===== src/rtl/reg_arb_pkg.sv =====
// Shared definitions for the round-robin write arbiter: FSM state encoding and index-width helper.
package reg_arb_pkg;

    typedef enum logic {
        ST_IDLE = 1'b0,
        ST_HOLD = 1'b1
    } arb_state_t;

    // Bit width needed to index n items, never less than one bit.
    function automatic int unsigned clog2_safe(input int unsigned n);
        return (n <= 2) ? 1 : $clog2(n);
    endfunction

endpackage


===== src/rtl/reg_write_arbiter_if.sv =====
// Client-side bus of the shared register arbiter: requests and packed write data in, grant and register state out.
interface reg_write_arbiter_if
    import reg_arb_pkg::*;
#(
    parameter int unsigned N_REQ = 4,
    parameter int unsigned WIDTH = 8
) ();
    localparam int unsigned IDX_W = clog2_safe(N_REQ);

    logic [N_REQ-1:0]       req;
    logic [N_REQ*WIDTH-1:0] wdata;
    logic [N_REQ-1:0]       ack;
    logic [IDX_W-1:0]       owner;
    logic                   busy;
    logic [WIDTH-1:0]       q;
    logic [WIDTH-1:0]       qbar;

    modport master (
        output req, wdata,
        input  ack, owner, busy, q, qbar
    );

    modport slave (
        input  req, wdata,
        output ack, owner, busy, q, qbar
    );

endinterface


===== src/rtl/rr_priority_pick.sv =====
// Combinational round-robin picker: first set request at or after the pointer, wrapping at N_REQ-1.
module rr_priority_pick
    import reg_arb_pkg::*;
#(
    parameter int unsigned N_REQ = 4,
    localparam int unsigned IDX_W = clog2_safe(N_REQ)
) (
    input  logic [N_REQ-1:0] i_req,
    input  logic [IDX_W-1:0] i_ptr,
    output logic             o_valid_c,
    output logic [IDX_W-1:0] o_index_c,
    output logic [N_REQ-1:0] o_onehot_c
);

    logic [IDX_W-1:0] w_idx;

    always_comb begin
        o_valid_c  = 1'b0;
        o_index_c  = '0;
        o_onehot_c = '0;
        w_idx      = '0;
        for (int unsigned off = 0; off < N_REQ; off++) begin
            w_idx = IDX_W'((32'(i_ptr) + off) % N_REQ);
            if (!o_valid_c && i_req[w_idx]) begin
                o_valid_c = 1'b1;
                o_index_c = w_idx;
            end
        end
        if (o_valid_c) begin
            o_onehot_c = N_REQ'(1) << o_index_c;
        end
    end

endmodule


===== src/rtl/reg_write_arbiter.sv =====
// Round-robin arbiter that is the sole writer of a shared q/qbar register, with a post-write hold window.
module reg_write_arbiter
    import reg_arb_pkg::*;
#(
    parameter int unsigned N_REQ       = 4,
    parameter int unsigned WIDTH       = 8,
    parameter int unsigned HOLD_CYCLES = 2
) (
    input  logic                 clk,
    input  logic                 reset,
    reg_write_arbiter_if.slave   bus
);

    localparam int unsigned IDX_W = clog2_safe(N_REQ);
    localparam int unsigned CNT_W = clog2_safe(HOLD_CYCLES + 1);

    arb_state_t       r_state;
    logic [CNT_W-1:0] r_cnt;
    logic [IDX_W-1:0] r_ptr;
    logic [IDX_W-1:0] r_owner;
    logic [N_REQ-1:0] r_ack;
    logic             r_busy;
    logic [WIDTH-1:0] r_q;
    logic [WIDTH-1:0] r_qbar;

    logic             w_valid_c;
    logic [IDX_W-1:0] w_index_c;
    logic [N_REQ-1:0] w_onehot_c;
    logic [WIDTH-1:0] w_wdata_sel;
    logic [IDX_W-1:0] w_ptr_next;

    rr_priority_pick #(.N_REQ(N_REQ)) u_pick (
        .i_req      (bus.req),
        .i_ptr      (r_ptr),
        .o_valid_c  (w_valid_c),
        .o_index_c  (w_index_c),
        .o_onehot_c (w_onehot_c)
    );

    // Data mux for the winning requester's slice.
    always_comb begin
        w_wdata_sel = '0;
        for (int unsigned i = 0; i < N_REQ; i++) begin
            if (w_index_c == IDX_W'(i)) begin
                w_wdata_sel = bus.wdata[i*WIDTH +: WIDTH];
            end
        end
    end

    assign w_ptr_next = (w_index_c == IDX_W'(N_REQ - 1)) ? '0 : w_index_c + IDX_W'(1);

    always_ff @(posedge clk) begin
        if (reset) begin
            r_state <= ST_IDLE;
            r_cnt   <= '0;
            r_ptr   <= '0;
            r_owner <= '0;
            r_ack   <= '0;
            r_busy  <= 1'b0;
            r_q     <= '0;
            r_qbar  <= '1;
        end else begin
            r_ack <= '0;
            case (r_state)
                ST_IDLE: begin
                    if (w_valid_c) begin
                        r_q     <= w_wdata_sel;
                        r_qbar  <= ~w_wdata_sel;
                        r_ack   <= w_onehot_c;
                        r_owner <= w_index_c;
                        r_ptr   <= w_ptr_next;
                        if (HOLD_CYCLES > 0) begin
                            r_state <= ST_HOLD;
                            r_cnt   <= CNT_W'(HOLD_CYCLES);
                            r_busy  <= 1'b1;
                        end
                    end
                end
                ST_HOLD: begin
                    // Requests are ignored until the counter expires.
                    if (r_cnt <= CNT_W'(1)) begin
                        r_state <= ST_IDLE;
                        r_cnt   <= '0;
                        r_busy  <= 1'b0;
                    end else begin
                        r_cnt <= r_cnt - CNT_W'(1);
                    end
                end
                default: begin
                    r_state <= ST_IDLE;
                    r_busy  <= 1'b0;
                end
            endcase
        end
    end

    assign bus.ack   = r_ack;
    assign bus.owner = r_owner;
    assign bus.busy  = r_busy;
    assign bus.q     = r_q;
    assign bus.qbar  = r_qbar;

endmodule

===== src/flat_wrapper.sv =====
// flat-port wrapper written by rule: the top's interface ports become plain ports
module reg_write_arbiter_flat import reg_arb_pkg::*;
#(
    parameter int unsigned N_REQ       = 4,
    parameter int unsigned WIDTH       = 8,
    parameter int unsigned HOLD_CYCLES = 2
)
  (clk, reset, bus_req, bus_wdata, bus_ack, bus_owner, bus_busy, bus_q, bus_qbar);
  reg_write_arbiter_if #(.N_REQ(N_REQ), .WIDTH(WIDTH)) bus_i ();
  input  logic clk;
  input  logic reset;
  input wire logic [$bits(bus_i.req)-1:0] bus_req;
  input wire logic [$bits(bus_i.wdata)-1:0] bus_wdata;
  output wire logic [$bits(bus_i.ack)-1:0] bus_ack;
  output wire logic [$bits(bus_i.owner)-1:0] bus_owner;
  output wire logic [$bits(bus_i.busy)-1:0] bus_busy;
  output wire logic [$bits(bus_i.q)-1:0] bus_q;
  output wire logic [$bits(bus_i.qbar)-1:0] bus_qbar;
  assign bus_i.req = bus_req;
  assign bus_i.wdata = bus_wdata;
  assign bus_ack = bus_i.ack;
  assign bus_owner = bus_i.owner;
  assign bus_busy = bus_i.busy;
  assign bus_q = bus_i.q;
  assign bus_qbar = bus_i.qbar;
  reg_write_arbiter #(.N_REQ(N_REQ), .WIDTH(WIDTH), .HOLD_CYCLES(HOLD_CYCLES)) u_core (.clk(clk), .reset(reset), .bus(bus_i));
endmodule

===== config.mk =====
export PLATFORM = sky130hd
export DESIGN_NAME = reg_write_arbiter_flat
export DESIGN_NICKNAME = d
export VERILOG_FILES = /design/src/rtl/reg_arb_pkg.sv /design/src/rtl/reg_write_arbiter_if.sv /design/src/rtl/rr_priority_pick.sv /design/src/rtl/reg_write_arbiter.sv /design/src/flat_wrapper.sv
export SDC_FILE = /design/constraint.sdc
export NUM_CORES = 1
export LEC_CHECK = 0
export BUFFER_PORTS_ARGS = -buffer_cell sky130_fd_sc_hd__buf_2
export CORE_ASPECT_RATIO = 1.2
export CORE_MARGIN = 3
export CORE_UTILIZATION = 49
export CTS_CLUSTER_SIZE = 12
export DETAILED_ROUTE_END_ITERATION = 8
export GPL_TIMING_DRIVEN = 0
export PLACE_DENSITY_LB_ADDON = 0.05
export SLEW_MARGIN = 20
export SYNTH_ARGS = -nofsm -noshare
export SYNTH_HDL_FRONTEND = slang
export SYNTH_SLANG_ARGS = --single-unit
export TNS_END_PERCENT = 50

===== constraint.sdc =====
create_clock -name clk -period 3.7 [get_ports clk]
set_input_delay 0.555 -clock clk [delete_from_list [all_inputs] [get_ports clk]]
set_output_delay 0.555 -clock clk [all_outputs]
set_load 0.01 [all_outputs]

==> flow_summary.toml <==
[outcome]
outcome = "completed"

[cts]
clkSinkCount = 28
htree_levels = 1
clock_latency_ps = 330
cts_resized = 0
postCtsSetupBuffers = 0
hold_buffers = 0
cts_tree = "built"
ctsLongestPathBuffers = 2
clk_pin_slew_worst_paths_ps = 150
root_buffer = "clkbuf_4"
cts_buffers = 3

[timing]
setup-violations-final = 0
max_freq_mhz = 378
finalClockSkew_ps = 4.79
hold_viol = 0
layout_min_cycle_time_ps = 2650
slew_headroom_pct = 51.6
period_share_pct = 71.5
worst_pin_slew_ps = 723
drv_slew = 0
setup_ws_ps = 1050
tns_ps = 0
rsz0062_at_grt = "no"

[yosys]
syn_area_mm2 = 0.00132
netlist_top_cells_area = "dfxtp_1, a21oi_1, nor2_1"
synth.largest_area_cell = "dfxtp_1"
syn_nets = 199
synth_top_area_share_pct = 42.3
synth_cell_types = 29
ys_seq_area_share_pct = 42.3
synth-seq-cells = 28
ys_warn_count = 0
syn_inst = 157
avgSynthCellArea_um2 = 8.43

[floorplanning]
ioPinCount = 61
coreArea_mm2 = 0.00255
rows = 20
initial_core_util_pct = 51.9
die_h_um = 62.9
die-area_mm2 = 0.00336
die_w_um = 53.4

[placement]
pre_cts_ws_ps = 909
place_congestion = 0.782
port_buffers = 59
dp_hpwl_um = 2540
dp.cells = 249

[finish]
layout_common_cells = "buf_2, dfxtp_1, a21oi_1, nor2_1, nand2b_1"
antennaDiodeCount = 0
final_common_cell = "buf_2"
drive_gt1_share_pct = 31.8
area_growth_pct = 28.2
final_cells = 253
fin_nets = 263

[pwr]
clockPowerShare_pct = 19.1
swShare_pct = 33.0
p_per_area_mw_per_mm2 = 462
p_int_w = 0.000526
vdd_drop_max_mv = 0.343
leakage_nw = 0.805
netSwitchingPower_w = 0.000259
finalPower_w = 0.000785
seq_power_share_pct = 47.1
power_frac_comb_pct = 33.8

[global_route]
grt_pass1_wl_um = 5790
grt_pass1_vias = 1309
grt_max_degree = 16
antenna_found_initial = 0
grt-ovfl-total = 0
grtUsageTotal_pct = 22.2

[drt]
via_per_inst = 5.27
wl_per_cell_um = 13.0
dr_wl_met3_um = 288
drcViolationCount = 0
firstDrtPassIters = 4
routed_wl_um = 3290
drtIter0Drc = 34
antenna_left = 0
via_count = 1334
top_layer_used = "met4"
wl_met2_um = 1600
wl_met1_um = 1360

[worst_setup_path]
crit_type = "reg -> reg"
critPathArrivalTime_ps = 2880
worstSetupEndpointType = "register"
rr_startpoint = "u_core.r_ptr[1]$_SDFFE_PP0P_"
required_ps = 3930
reg2reg_slack_ps = 1050
timing.rr.end = "u_core.bus.q[6]$_SDFFE_PP0P_"
cp_max_fo = 10
ff2ff_path_depth = 10
start_kind = "register"

[flow_run]
max_cap_viol_count = 0

[hold_path]
hp-class = "reg -> reg"
min-delay-start = "u_core.bus.qbar[7]$_SDFFE_PP1P_"
hold_end = "u_core.bus.qbar[7]$_SDFFE_PP1P_"
hold_depth = 1
-- area by class of cell --
type	count	area (um2)
fillers	239	856
multi-input cells	115	692
flip-flops and latches	28	561
repair buffers	59	295
plain buffers	10	56.3
well taps	33	41.3
clock buffers	4	36.3
inverters	4	15.0
-- power groups by stage --
stage	clock network [W]	registers (W)	logic (W)
2_1_floorplan	0	0.000397	0.000150
6_report	0.000150	0.000370	0.000265
4_1_cts	0.000153	0.000370	0.000268
5_1_grt	0.000163	0.000377	0.000300
3_3_place_gp	0	0.000375	0.000260
3_5_place_dp	0	0.000377	0.000267
-- kinds of logic after synthesis --
kind of cell / Yosys count / share of synthesized area [%]
buf+inv: 14 / 5.39
compound gates: 57 / 27.7
mux: 1 / 0.756
fa+ha+maj: 4 / 3.78
flops: 28 / 42.3
simple gates: 53 / 20.0
-- sequential cells by signal (all words and copies together), names as in the netlist --
signal            flops
u_core.bus.q          8
u_core.r_ptr          2
u_core.bus.busy       1
u_core.bus.qbar       8
u_core.bus.ack        4
u_core.r_state        1
u_core.r_cnt          2
u_core.bus.owner      2
-- critical path, cell delays in order, from the launching register on --
cell and delay (ps):
dfxtp_1 340, clkbuf_2 180, mux2i_1 190, o22ai_1 130, nor2_1 370, inv_1 130
ha_1 320, clkbuf_1 260, a221o_1 310, a31oi_1 240, nor2_1 70
-- Yosys cell counts, drive strengths merged --
| library cell | number |
|---|---|
| a221o | 7 |
| mux2i | 1 |
| nand3b | 1 |
| a21oi | 26 |
| a31oi | 8 |
| nand2b | 10 |
| nor3 | 4 |
| buf | 5 |
| dfxtp | 28 |
| nor4 | 2 |
| o22ai | 2 |
| o21ai | 3 |
| nand2 | 8 |
| clkbuf | 5 |
| ha | 4 |
| o221ai | 1 |
| or4 | 1 |
| nor2b | 1 |
| inv | 4 |
| o21a | 1 |
| nor2 | 24 |
| a211oi | 1 |
| and3 | 1 |
| or3 | 1 |
| a21o | 8 |
-- worst max-delay path by stage --
stage                                  from                      endpoint  slack, ps  depth (start not counted)
2_1_floorplan                    bus_req[2]  u_core.bus.q[0]$_SDFFE_PP0P_       1410                         10
3_3_place_gp                     bus_req[2]  u_core.bus.q[6]$_SDFFE_PP0P_       1010                         10
3_5_place_dp                     bus_req[2]  u_core.bus.q[6]$_SDFFE_PP0P_        910                         10
4_1_cts        u_core.r_ptr[1]$_SDFFE_PP0P_  u_core.bus.q[6]$_SDFFE_PP0P_       1060                         11
5_1_grt        u_core.r_ptr[1]$_SDFFE_PP0P_  u_core.bus.q[0]$_SDFFE_PP0P_        790                         10
6_report       u_core.r_ptr[1]$_SDFFE_PP0P_  u_core.bus.q[6]$_SDFFE_PP0P_       1050                         10
-- per-stage QoR --
step           hold WS [ps]  util, %  instance area [um2]
2_1_floorplan           472        -                 1320
3_3_place_gp            431     65.0                 1660
3_5_place_dp            439     65.0                 1660
4_1_cts                 474     66.5                 1700
5_1_grt                 488     66.5                 1700
6_report                471     66.5                 1700
-- layer usage --
layer / track usage, % / vias up
met5: 0 / -
met2: 39.6 / 51
li1: - / 688
met3: 3.58 / 4
met4: 6.71 / 0
met1: 26.0 / 591
Note: power is estimated with default switching activity, not from simulation.
